## src/rtl/ibex_pkg.sv

```systemverilog
// Shared types and limits for the instruction prefetch request engine.
package ibex_pkg;

    typedef enum logic [0:0] {
        PF_IDLE     = 1'b0,
        PF_WAIT_GNT = 1'b1
    } prefetch_state_e;

    localparam int unsigned PF_MAX_REQS = 4;

    function automatic logic [2:0] pf_popcount(input logic [PF_MAX_REQS-1:0] v);
        logic [2:0] n;
        n = '0;
        for (int i = 0; i < PF_MAX_REQS; i++) begin
            n = n + {2'b00, v[i]};
        end
        return n;
    endfunction

endpackage

```

## src/rtl/ibex_prefetch_rsp_tracker.sv

```systemverilog
// Outstanding-response tracker: pending/discard shift vectors, oldest entry at bit 0.
module ibex_prefetch_rsp_tracker
    import ibex_pkg::*;
#(
    parameter int unsigned NUM_REQS = 2
) (
    input  logic       clk_i,
    input  logic       rst_i,
    input  logic       push_i,
    input  logic       push_discard_i,
    input  logic       pop_i,
    input  logic       branch_i,
    output logic [2:0] cnt_o,
    output logic       pend_any_o,
    output logic       oldest_discard_o
);

    logic [NUM_REQS-1:0]    pend_q, disc_q;
    logic [NUM_REQS-1:0]    pend_s, disc_s;
    logic [NUM_REQS-1:0]    pend_d, disc_d;
    logic [PF_MAX_REQS-1:0] pend_x, pend_sx;
    logic [2:0]             cnt_s;

    always_comb begin
        pend_x  = '0;
        pend_sx = '0;
        pend_s  = pop_i ? (pend_q >> 1) : pend_q;
        disc_s  = pop_i ? (disc_q >> 1) : disc_q;
        // A branch poisons every entry still waiting after this cycle's pop.
        if (branch_i) disc_s = disc_s | pend_s;
        pend_x[NUM_REQS-1:0]  = pend_q;
        pend_sx[NUM_REQS-1:0] = pend_s;
        cnt_s  = pf_popcount(pend_sx);
        pend_d = pend_s;
        disc_d = disc_s;
        for (int i = 0; i < NUM_REQS; i++) begin
            if (push_i && cnt_s == 3'(i)) begin
                pend_d[i] = 1'b1;
                disc_d[i] = push_discard_i;
            end
        end
    end

    always_ff @(posedge clk_i or posedge rst_i) begin
        if (rst_i) begin
            pend_q <= '0;
            disc_q <= '0;
        end else begin
            pend_q <= pend_d;
            disc_q <= disc_d;
        end
    end

    assign cnt_o            = pf_popcount(pend_x);
    assign pend_any_o       = |pend_q;
    assign oldest_discard_o = disc_q[0];

endmodule

```

## src/rtl/ibex_prefetch_ctrl.sv

```systemverilog
// Instruction fetch request engine feeding ibex_fetch_fifo.
// Optional IBEX_PREFETCH_ERR_STOP_EN halts fetching after a bus error until a branch.
module ibex_prefetch_ctrl
    import ibex_pkg::*;
#(
    parameter int unsigned NUM_REQS = 2
) (
    input  logic        clk_i,
    input  logic        rst_i,
    input  logic        req_i,
    input  logic        branch_i,
    input  logic [31:0] branch_addr_i,
    output logic        busy_o,
    output logic        instr_req_o,
    input  logic        instr_gnt_i,
    output logic [31:0] instr_addr_o,
    input  logic        instr_rvalid_i,
    input  logic [31:0] instr_rdata_i,
    input  logic        instr_err_i,
    output logic        fifo_clear_o,
    output logic        fifo_valid_o,
    input  logic        fifo_ready_i,
    output logic [31:0] fifo_addr_o,
    output logic [31:0] fifo_rdata_o,
    output logic        fifo_err_o
);

    localparam logic [0:0] IDLE     = PF_IDLE;
    localparam logic [0:0] WAIT_GNT = PF_WAIT_GNT;

    if (NUM_REQS < 1 || NUM_REQS > PF_MAX_REQS) begin : g_bad_param
        $error("NUM_REQS out of range");
    end

    logic [0:0]  state_q;
    logic [31:0] fetch_addr_q, req_addr_q, tgt;
    logic        branch_seen_q, in_wait, gnt_acc, push_discard;
    logic        pop, can_issue, stop, pend_any, oldest_disc;
    logic [2:0]  cnt, cnt_eff;

    assign tgt      = {branch_addr_i[31:2], 2'b00};
    assign in_wait  = (state_q == WAIT_GNT);
    assign pop      = instr_rvalid_i & pend_any;
    assign cnt_eff  = cnt - {2'b00, pop};
    assign can_issue = req_i & fifo_ready_i & ~stop
                     & (cnt_eff < 3'(NUM_REQS));

    always_comb begin
        instr_req_o  = can_issue;
        instr_addr_o = branch_i ? tgt : fetch_addr_q;
        if (in_wait) begin
            instr_req_o  = 1'b1;
            instr_addr_o = req_addr_q;
        end
    end

    assign gnt_acc      = instr_req_o & instr_gnt_i;
    assign push_discard = in_wait & (branch_seen_q | branch_i);

    always_ff @(posedge clk_i or posedge rst_i) begin
        if (rst_i) begin
            state_q       <= IDLE;
            fetch_addr_q  <= '0;
            req_addr_q    <= '0;
            branch_seen_q <= 1'b0;
        end else begin
            if (!in_wait && instr_req_o && !instr_gnt_i) begin
                state_q    <= WAIT_GNT;
                req_addr_q <= instr_addr_o;
            end else if (in_wait && instr_gnt_i) begin
                state_q <= IDLE;
            end
            if (gnt_acc)                  branch_seen_q <= 1'b0;
            else if (in_wait && branch_i) branch_seen_q <= 1'b1;
            // An IDLE branch granted this cycle already consumed the target word.
            if (branch_i)
                fetch_addr_q <= tgt + ((!in_wait && gnt_acc) ? 32'd4 : 32'd0);
            else if (gnt_acc && !push_discard)
                fetch_addr_q <= fetch_addr_q + 32'd4;
        end
    end

`ifdef IBEX_PREFETCH_ERR_STOP_EN
    logic err_stop_q;
    always_ff @(posedge clk_i or posedge rst_i) begin
        if (rst_i)                            err_stop_q <= 1'b0;
        else if (branch_i)                    err_stop_q <= 1'b0;
        else if (fifo_valid_o && instr_err_i) err_stop_q <= 1'b1;
    end
    assign stop = err_stop_q & ~branch_i;
`else
    assign stop = 1'b0;
`endif

    ibex_prefetch_rsp_tracker #(.NUM_REQS(NUM_REQS)) u_tracker (
        .clk_i           (clk_i),
        .rst_i           (rst_i),
        .push_i          (gnt_acc),
        .push_discard_i  (push_discard),
        .pop_i           (pop),
        .branch_i        (branch_i),
        .cnt_o           (cnt),
        .pend_any_o      (pend_any),
        .oldest_discard_o(oldest_disc)
    );

    assign busy_o       = in_wait | pend_any;
    assign fifo_clear_o = branch_i;
    assign fifo_addr_o  = branch_addr_i;
    assign fifo_valid_o = instr_rvalid_i & ~oldest_disc & ~branch_i;
    assign fifo_rdata_o = instr_rdata_i;
    assign fifo_err_o   = instr_err_i;

    a_rvalid_pend: assert property (@(posedge clk_i) disable iff (rst_i)
        instr_rvalid_i |-> pend_any);
    a_addr_stable: assert property (@(posedge clk_i) disable iff (rst_i)
        (instr_req_o && !instr_gnt_i) |=> (instr_req_o && $stable(instr_addr_o)));
    a_issue_ready: assert property (@(posedge clk_i) disable iff (rst_i)
        (!in_wait && instr_req_o) |-> fifo_ready_i);

endmodule
```

## config.mk

```make
export PLATFORM = sky130hd
export DESIGN_NAME = ibex_prefetch_ctrl
export DESIGN_NICKNAME = d
export VERILOG_FILES = /design/src/rtl/ibex_pkg.sv /design/src/rtl/ibex_prefetch_rsp_tracker.sv /design/src/rtl/ibex_prefetch_ctrl.sv
export SDC_FILE = /design/constraint.sdc
export NUM_CORES = 1
export LEC_CHECK = 0
export CORE_AREA = 2 2 134 136
export CTS_CLUSTER_DIAMETER = 60
export DETAILED_ROUTE_END_ITERATION = 6
export DIE_AREA = 0 0 136 138
export GPL_TIMING_DRIVEN = 0
export MAX_ROUTING_LAYER = met4
export PLACE_DENSITY = 0.56
export SYNTH_ARGS = -nofsm -noshare
export SYNTH_HDL_FRONTEND = slang
export SYNTH_SLANG_ARGS = --single-unit
```

## constraint.sdc

```tcl
create_clock -name clk_i -period 4 [get_ports clk_i]
set_clock_uncertainty 0.2 [all_clocks]
set_input_delay 0.6 -clock clk_i [delete_from_list [all_inputs] [get_ports clk_i]]
set_output_delay 0.6 -clock clk_i [all_outputs]
set_load 0.05 [all_outputs]
```

Word level (Yosys, flattened, before mapping)
Cells that the tools add are included.
Widths: inputs -> output; s select.
{ "totals": {"ff_bits": 70, "latchBits": 0, "mem_bits_rw": 0, "romBits": 0, "input_bits": 72, "word_cells": 58, "memories": 0} }
{ "op_classes": {"add_sub_neg": 5, "multipliers": 0, "div": 0, "magnitude_cmp": 1, "n_eq_ne": 1, "shifts": 0, "mux": 17, "n_bitwise": 12, "reduce_logical": 16} }
{ "ops": {"columns": ["op", "count"], "rows": [
  ["$mux 32", 4],
  ["$add 32x3->32", 1],
  ["$add 32x3->32 const B", 1],
  ["$mux 1", 9],
  ["$logic_and 1x1->1", 8],
  ["$and 1x1->1", 7],
  ["$mux 2", 3],
  ["$reduce_bool 2->1", 3],
  ["$add 1x1->2", 2],
  ["$eq 3x1->1 const B", 1],
  ["$logic_not 1->1", 3],
  ["$logic_not 3->1", 1],
  ["$lt 3x2->1 const B", 1],
  ["$mux 3", 1],
  ["$sub 3x1->3", 1],
  ["$not 1->1", 2],
  ["$or 1x1->1", 2],
  ["$or 2x2->2", 1],
  ["$reduce_or 2->1", 1]
]} }

Longest topological paths before layout
Gate-level depths: netlist of run 1.
{ "logic_depth": {"word_depth": 11, "depth_mapped": 12, "depth_no_buf": 12} }

Hierarchy
A second synthesis of run 1 with hierarchy kept.
{ "unflattened": {"cells_unflattened": 558, "hier_area_um2": 5098.6} }
{ "modules_own_cells": {"columns": ["mod", "n_inst", "cells_per_inst", "area_each_um2", "seq_area_each_um2"], "rows": [
  ["ibex_prefetch_ctrl", 1, 532, 4857.2, 1601.5],
  ["ibex_prefetch_rsp_tracker", 1, 26, 241.5, 100.1]
]} }

Worst setup path before layout of run 1
Ideal clock, no wire load.
{ "synth_path": {"path_type": "input-to-output", "from": "in branch_i", "to": "out fifo_valid_o", "arrival_ps": 2400, "t_required_ps": 3200, "setup_slack_ps": 800, "stages": 5, "path_buffers": 4, "cell_sequence": "buf_2 > buf_2 > buf_2 > clkbuf_1 > nor3_1"} }
{ "synth_between": {"elab_chain_len": 2} }
{ "synth_rtl": {"columns": ["element", "line", "text"], "rows": [
  ["start: declaration", "ibex_prefetch_ctrl.sv:11", "input logic branch_i,"],
  ["$not 1->1", "ibex_prefetch_ctrl.sv:110", "assign fifo_valid_o = instr_rvalid_i & ~oldest_disc & ~branch_i;"],
  ["$and 1x1->1", "ibex_prefetch_ctrl.sv:110", null],
  ["end: declaration", "ibex_prefetch_ctrl.sv:21", "output logic fifo_valid_o,"]
]} }
Every way passes these cells.

Worst setup path after layout of run 1
{ "layout_path": {"from": "in instr_rvalid_i", "to": "out instr_req_o"} }
{ "layout_between": {"elab_chain_len": 5} }
{ "layout_rtl": {"columns": ["element", "line", "text"], "rows": [
  ["start: declaration", "ibex_prefetch_ctrl.sv:17", "input logic instr_rvalid_i,"],
  ["$and 1x1->1", "ibex_prefetch_ctrl.sv:43", "assign pop = instr_rvalid_i & pend_any;"],
  ["$sub 3x1->3", "ibex_prefetch_ctrl.sv:44", "assign cnt_eff = cnt - {2'b00, pop};"],
  ["$lt 3x2->1", "ibex_prefetch_ctrl.sv:46", "& (cnt_eff < 3'(NUM_REQS));"],
  ["$and 1x1->1", "ibex_prefetch_ctrl.sv:46", null],
  ["$mux 1", "ibex_prefetch_ctrl.sv:51", "if (in_wait) begin"],
  ["end: declaration", "ibex_prefetch_ctrl.sv:14", "output logic instr_req_o,"]
]} }
Every way passes these cells.

==> results of run 1 <==
## flip-flops by register name, summed over array words and instances (netlist names)
signal	cells
req_addr_q	32
u_tracker.pend_q	2
u_tracker.disc_q	2
in_wait	1
fetch_addr_q	30
branch_seen_q	1
## routing by layer
| metal | up-vias | part of all wire | routed length, um | track usage |
|---|---|---|---|---|
| met5 | - | 0 | 0 | - |
| met2 | 131 | 0.50 | 7290 | 0.275 |
| met4 | 0 | 0.013 | 185 | 0.0395 |
| li1 | 2011 | - | - | - |
| met3 | 11 | 0.052 | 755 | 0.0345 |
| met1 | 2099 | 0.43 | 6250 | 0.192 |
## metrics by stage
stage	setup slack [ps]	hold slack, ps
final	382	299
after global routing	204	316
after CTS	368	304
after detailed placement	318	284
after global placement	144	278
after floorplan	800	256
## power by group
group	internal (mW)	switching, mW	leakage (nW)	total, mW
sequential	0.899	0.139	0.815	1.04
combinational	0.598	0.846	1.91	1.44
clock	0.477	0.301	0.146	0.778
total	1.97	1.29	2.87	3.26
## layout by cell type, fill, tap and decap left out, drive strengths merged, types with 6 or more instances in the layout
cell type,instances
a21oi,7
and3,8
and4,7
buf,82
clkbuf,17
clkdlybuf4s50,135
dfrtp,68
ha,6
inv,8
mux2,69
mux2i,31
nand2,46
nand3,14
nand4,25
nor2,13
nor3,15
nor4,6
o21ai,27
xnor2,21
xor2,36
## area by class of cell
type	count	area (um2)	share of cell area
Buffer	89	606	0.0864
Clock buffer	10	229	0.0327
Clock inverter	6	55.1	0.00786
Inverter	8	32.5	0.00464
Multi-Input combinational cell	345	2750	0.392
Sequential cell	68	1700	0.243
Tap cell	229	287	0.0409
Timing Repair Buffer	135	1350	0.193
## kinds of logic (layout without fill, tap and decap cells)
| logic type | count (synthesis) | count (layout) | share of synthesized area |
|---|---|---|---|
| xor gates and xnor gates | 57 | 57 | 0.0997 |
| and+or+nand+nor | 142 | 142 | 0.169 |
| DFF | 68 | 68 | 0.335 |
| buffers and inverters | 97 | 248 | 0.125 |
| AOI/OAI and AO/OA | 40 | 40 | 0.0433 |
| adders and majority gates | 6 | 6 | 0.0148 |
| muxes | 100 | 100 | 0.214 |
## final timing paths
kind	cells after the start	to	startpoint
max in group asynchronous	2	req_addr_q[30]$_DFFE_PP0P_	rst_i
worst min register to register	1	req_addr_q[1]$_DFFE_PP0P_	req_addr_q[1]$_DFFE_PP0P_
worst max register to register	12	fetch_addr_q[13]$_DFFE_PP0N_	u_tracker.pend_q[1]$_DFF_PP0_
worst min-delay path	1	req_addr_q[1]$_DFFE_PP0P_	req_addr_q[1]$_DFFE_PP0P_
worst max-delay path	6	instr_req_o	instr_rvalid_i
min in group asynchronous	2	req_addr_q[0]$_DFFE_PP0P_	rst_i
==> results by group, run 1 <==
Floorplanning
  • Std-Cell Rows: 49
  • Die height: 138 um
  • Starting Density: 0.290
  • Die Wd: around 140 um
  • Core area: ~18000 um2
  • Die Area: ~19000 um2
  • # IOs: about 170

Global routing
  • Global-route wire length before repair: between 20 and 25 mm
  • Vias in the first global route: roughly 4500
  • Total Routing Usage GR: 0.161
  • Largest net degree at the start of global routing: 69
  • Antenna violations before repair: 0
  • Grt total ovfl: 0

Drt
  • Routed len/inst: approximately 16 um
  • ANT nets after route: 0
  • 1st-iter DRT viols: about 190
  • Detailed-route DRC error count: 0
  • Drt pass-1 iters: 4
  • Vias per std cell: around 4.8
  • Routed vias: around 4300
  • DRT Wirelength: between 10 and 15 mm

Critical path
  • Crit-path slowest cell: clkdlybuf4s50_1
  • Worst setup EP type: output pin
  • Critical Path AT: ~2800 ps
  • Cell repeated most along the worst path: clkdlybuf4s50_1
  • Critical Path Max Stage Delay: 720 ps
  • WP buf/inv: 3
  • Crit Path Max Fanout: 7
  • CP delay by family, top: buffers and inverters
  • Worst path cell trace: clkdlybuf4s50_1, nor3b_2, xnor2_2, a31oi_1, inv_1, clkdlybuf4s50_1
  • CP required: 3200 ps
  • Setup CP Type: in2out
  • Startpoint type of the worst setup path: input pin
  • Reg2Reg Setup Slack: approximately 620 ps

Synthesis
  • Most common cell in the synthesized netlist: mux2_2
  • Top cells by count, synth: 69 x mux2_2, 68 x dfrtp_1, 67 x buf_4, 46 x nand2_1, 36 x xor2_1
  • Syn Nets: 588
  • Top cells by area, synth: dfrtp_1 33%, mux2_2 15%, buf_4 9.9%, xor2_1 6.2%, mux2i_1 6.1%
  • Distinct cells, synth: between 40 and 50
  • Mapped cell area: 5080 um2
  • Share of Yosys cell area claimed by the top area cell type: 0.335
  • Ys flop type: dfrtp_1
  • Sequential fraction of the synthesis area: 0.335
  • Syn Area/Cell: around 10 um2
  • Seq cells post-synth: 68
  • Syn. warnings: 0
  • Cell count after synthesis: 510
  • Post-synth ARST share: 1.00
  • Post-synth EDFFs: 0
  • Synth area leader: dfrtp_1

Clock tree
  • CTS tree: done
  • Post-CTS Setup Repair Bufs: 0
  • Root Driver: clkbuf_16
  • CTS clock-pin slew for the worst setup and hold paths: approximately 60 ps
  • Clock insertion delay at the later pin of the skew report: roughly 340 ps
  • H-tree Lvls: 3
  • CTS resizes: 0
  • Cts bufs inserted: 9
  • Clk sinks: slightly below 70
  • Hold_buf cts: 0
  • Clock Path Buffers: 2

Placement
  • Post-DP HPWL: 10.8 mm
  • DP Cell Count: roughly 870
  • Placed Area: a little under 7000 um2
  • Placer Congestion: 0.914
  • Buffers on Ports: between 100 and 150

Cells and area
  • Finished Cell Area: between 7000 and 8000 um2
  • Fin cells: 890
  • Share of layout cells above drive strength 1: 0.278
  • Nets: between 700 and 800
  • Area Overhead vs Synth: 37.9%
  • Core Util, Final: 0.400
  • Diode count: 0
  • # fillers: about 1700

Pwr
  • VDD IR max: roughly 230 uV
  • Design Power: around 3.3 mW
  • Power Dens Cells: ~470 nW/um2
  • Leakage power: around 2.9 nW

STA
  • Max-slew headroom: 0.396
  • Worst Tran Pin Value: ~910 ps
  • Final setup vio count: 0
  • Setup TNS after final layout: 0 ps
  • Fmax: roughly 0.28 GHz
  • Final hold vios: 0
  • Max-slew violations: 0
  • Final critical-path required period: 3620 ps
  • Unrepaired setup endpoints after global routing: false
  • Final period utilization: 0.904

Min path
  • HP Class: reg2reg

Run status
  • Run status: complete, no violations

Job
  • Max cap viols: 0
Note: power is estimated with default switching activity, not from simulation.
==> inputs of run 2 (changes only) <==
--- a/config.mk
+++ b/config.mk
@@ -5,13 +5,14 @@
 export SDC_FILE = /design/constraint.sdc
 export NUM_CORES = 1
 export LEC_CHECK = 0
-export CORE_AREA = 2 2 134 136
+export CORE_AREA = 2 2 108 110
 export CTS_CLUSTER_DIAMETER = 60
+export CTS_CLUSTER_SIZE = 28
 export DETAILED_ROUTE_END_ITERATION = 6
-export DIE_AREA = 0 0 136 138
+export DIE_AREA = 0 0 110 112
 export GPL_TIMING_DRIVEN = 0
 export MAX_ROUTING_LAYER = met4
-export PLACE_DENSITY = 0.56
+export PLACE_DENSITY = 0.8
 export SYNTH_ARGS = -nofsm -noshare
 export SYNTH_HDL_FRONTEND = slang
 export SYNTH_SLANG_ARGS = --single-unit
==> results by group, run 2 (synthesis results as in run 1) <==
STA
  • Final hold vios: 0 (unchanged)
  • Unrepaired setup endpoints after global routing: false
  • Fmax: 0.279 GHz (+1.1%)
  • Max-slew violations: 0 (unchanged)
  • Final period utilization: 0.895 (-0.00993)
  • Final setup vio count: 0 (unchanged)
  • Max-slew headroom: 0.425 (+0.0283)
  • Final critical-path required period: 3580 ps (-39.7 ps)
  • Setup TNS after final layout: 0 ps (unchanged)
  • Worst Tran Pin Value: 863 ps (-42.5 ps)

Cells and area
  • Share of layout cells above drive strength 1: 0.278 (unchanged)
  • Area Overhead vs Synth: 36.4%
  • Commonest non-fill, non-tap cells in the layout: 135 x clkdlybuf4s50_1, 69 x mux2_2, 68 x dfrtp_1
  • Top reg by flops: req_addr_q
  • Max reg flops: 32 (unchanged)
  • Nets: 734 (unchanged)
  • Biggest regs: req_addr_q: 32 flops, fetch_addr_q: 30 flops
  • Diode count: 0 (unchanged)
  • Finished Cell Area: 6930 um2 (-1.1%)
  • Most common cell after layout, fill and taps aside: clkdlybuf4s50_1

Floorplanning
  • Die Wd: 110 um (-19%)
  • # IOs: 173 (unchanged)
  • Std-Cell Rows: 39 (-20%)
  • Core area: 11200 um2 (-36%)
  • Starting Density: 0.455 (+0.165)
  • Die height: 112 um (-19%)
  • Die Area: 12300 um2 (-34%)

Clock tree
  • CTS tree: done
  • Cts bufs inserted: 9 (unchanged)
  • H-tree Lvls: 3 (unchanged)
  • Clock insertion delay at the later pin of the skew report: 340 ps (about the same)
  • Clk sinks: 68 (unchanged)
  • CTS resizes: 0 (unchanged)
  • CTS clock-pin slew for the worst setup and hold paths: 50 ps (about the same)
  • Post-CTS Setup Repair Bufs: 0 (unchanged)
  • Hold_buf cts: 0 (unchanged)
  • Root Driver: clkbuf_16
  • Clock Path Buffers: 2 (unchanged)

Global routing
  • Vias in the first global route: 4301 (-3.8%)
  • Global-route wire length before repair: 21.5 mm (-6.5%)
  • Total Routing Usage GR: 0.230 (+0.0697)
  • Largest net degree at the start of global routing: 69 (unchanged)
  • Antenna violations before repair: 0 (unchanged)
  • Grt total ovfl: 0 (unchanged)

Critical path
  • Worst setup EP type: output pin
  • Setup CP Type: in2out
  • Critical Path AT: 2780 ps (-40 ps)
  • Startpoint type of the worst setup path: input pin
  • Crit Path Max Fanout: 10 (+3)
  • CP required: 3200 ps (about the same)

Placement
  • Post-DP HPWL: 9.84 mm (-9.0%)
  • Placed Area: 6620 um2 (-1.6%)
  • Placer Congestion: 0.898 (-1.8%)
  • Buffers on Ports: 135 (unchanged)

Pwr
  • Leakage power: 2.88 nW (+0.47%)
  • Power Dens Cells: 482 nW/um2 (+3.5%)
  • VDD IR max: 275 uV (+22%)

Min path
  • HP Class: reg2reg

Drt
  • DRT Wirelength: 13.4 mm (-7.5%)
  • Routed vias: 4343 (+2.1%)
  • Routed len/inst: 16.7 um (+2.4%)
  • Vias per std cell: 5.40 (+13%)
  • Detailed-route DRC error count: 0 (unchanged)
  • 1st-iter DRT viols: 233 (+25%)
  • Drt pass-1 iters: 5 (+1)
  • ANT nets after route: 0 (unchanged)

Run status
  • Run status: complete, no violations

Job
  • Max cap viols: 0 (unchanged)
-- run 2: report_power, final --
part	switching, mW	internal, mW	total [mW]
sequential	0.145	0.900	1.04
clock	0.295	0.559	0.854
combinational	0.843	0.598	1.44
-- run 2: final timing paths --
check	start	endpoint	slack (ps)	cells after the start
setup / recovery	branch_i	fifo_valid_o	420	6
max in group asynchronous	rst_i	req_addr_q[15]$_DFFE_PP0P_	2420	2
setup reg to reg	u_tracker.pend_q[1]$_DFF_PP0_	fetch_addr_q[14]$_DFFE_PP0N_	660	12
hold reg to reg	req_addr_q[0]$_DFFE_PP0P_	req_addr_q[0]$_DFFE_PP0P_	300	1
min in group asynchronous	rst_i	req_addr_q[4]$_DFFE_PP0P_	600	2
hold / removal	req_addr_q[0]$_DFFE_PP0P_	req_addr_q[0]$_DFFE_PP0P_	300	1
-- run 2: metrics by stage --
stage	power (mW)	util	cells	hold WS, ps	worst slack [ps]
floorplan	2.04	-	510	256	800
global placement	2.44	0.592	788	279	232
detailed placement	2.49	0.592	788	278	389
CTS	3.35	0.621	804	296	434
global route	3.51	0.621	804	326	300
finish	3.34	0.621	804	297	422
-- run 2: final cells by class --
cell class,count,area [um2]
clock inverters,5,75.1
multi-input cells,345,2750
well taps,143,179
clock buffers,11,243
fillers,937,4240
plain buffers,89,606
repair buffers,135,1350
inverters,8,32.5
flip-flops and latches,68,1700
-- run 2: routing by layer --
layer | vias up | track usage | part of all wire
li1 | 2022 | - | -
met1 | 2119 | 0.299 | 0.43
met2 | 188 | 0.369 | 0.49
met3 | 14 | 0.0410 | 0.064
met4 | 0 | 0.0616 | 0.013
met5 | - | - | 0
-- run 2: critical path, stage by stage --
cell,delay (ps)
buf_2,160
buf_2,290
buf_2,350
clkbuf_1,510
nor3_1,130
clkdlybuf4s50_1,730
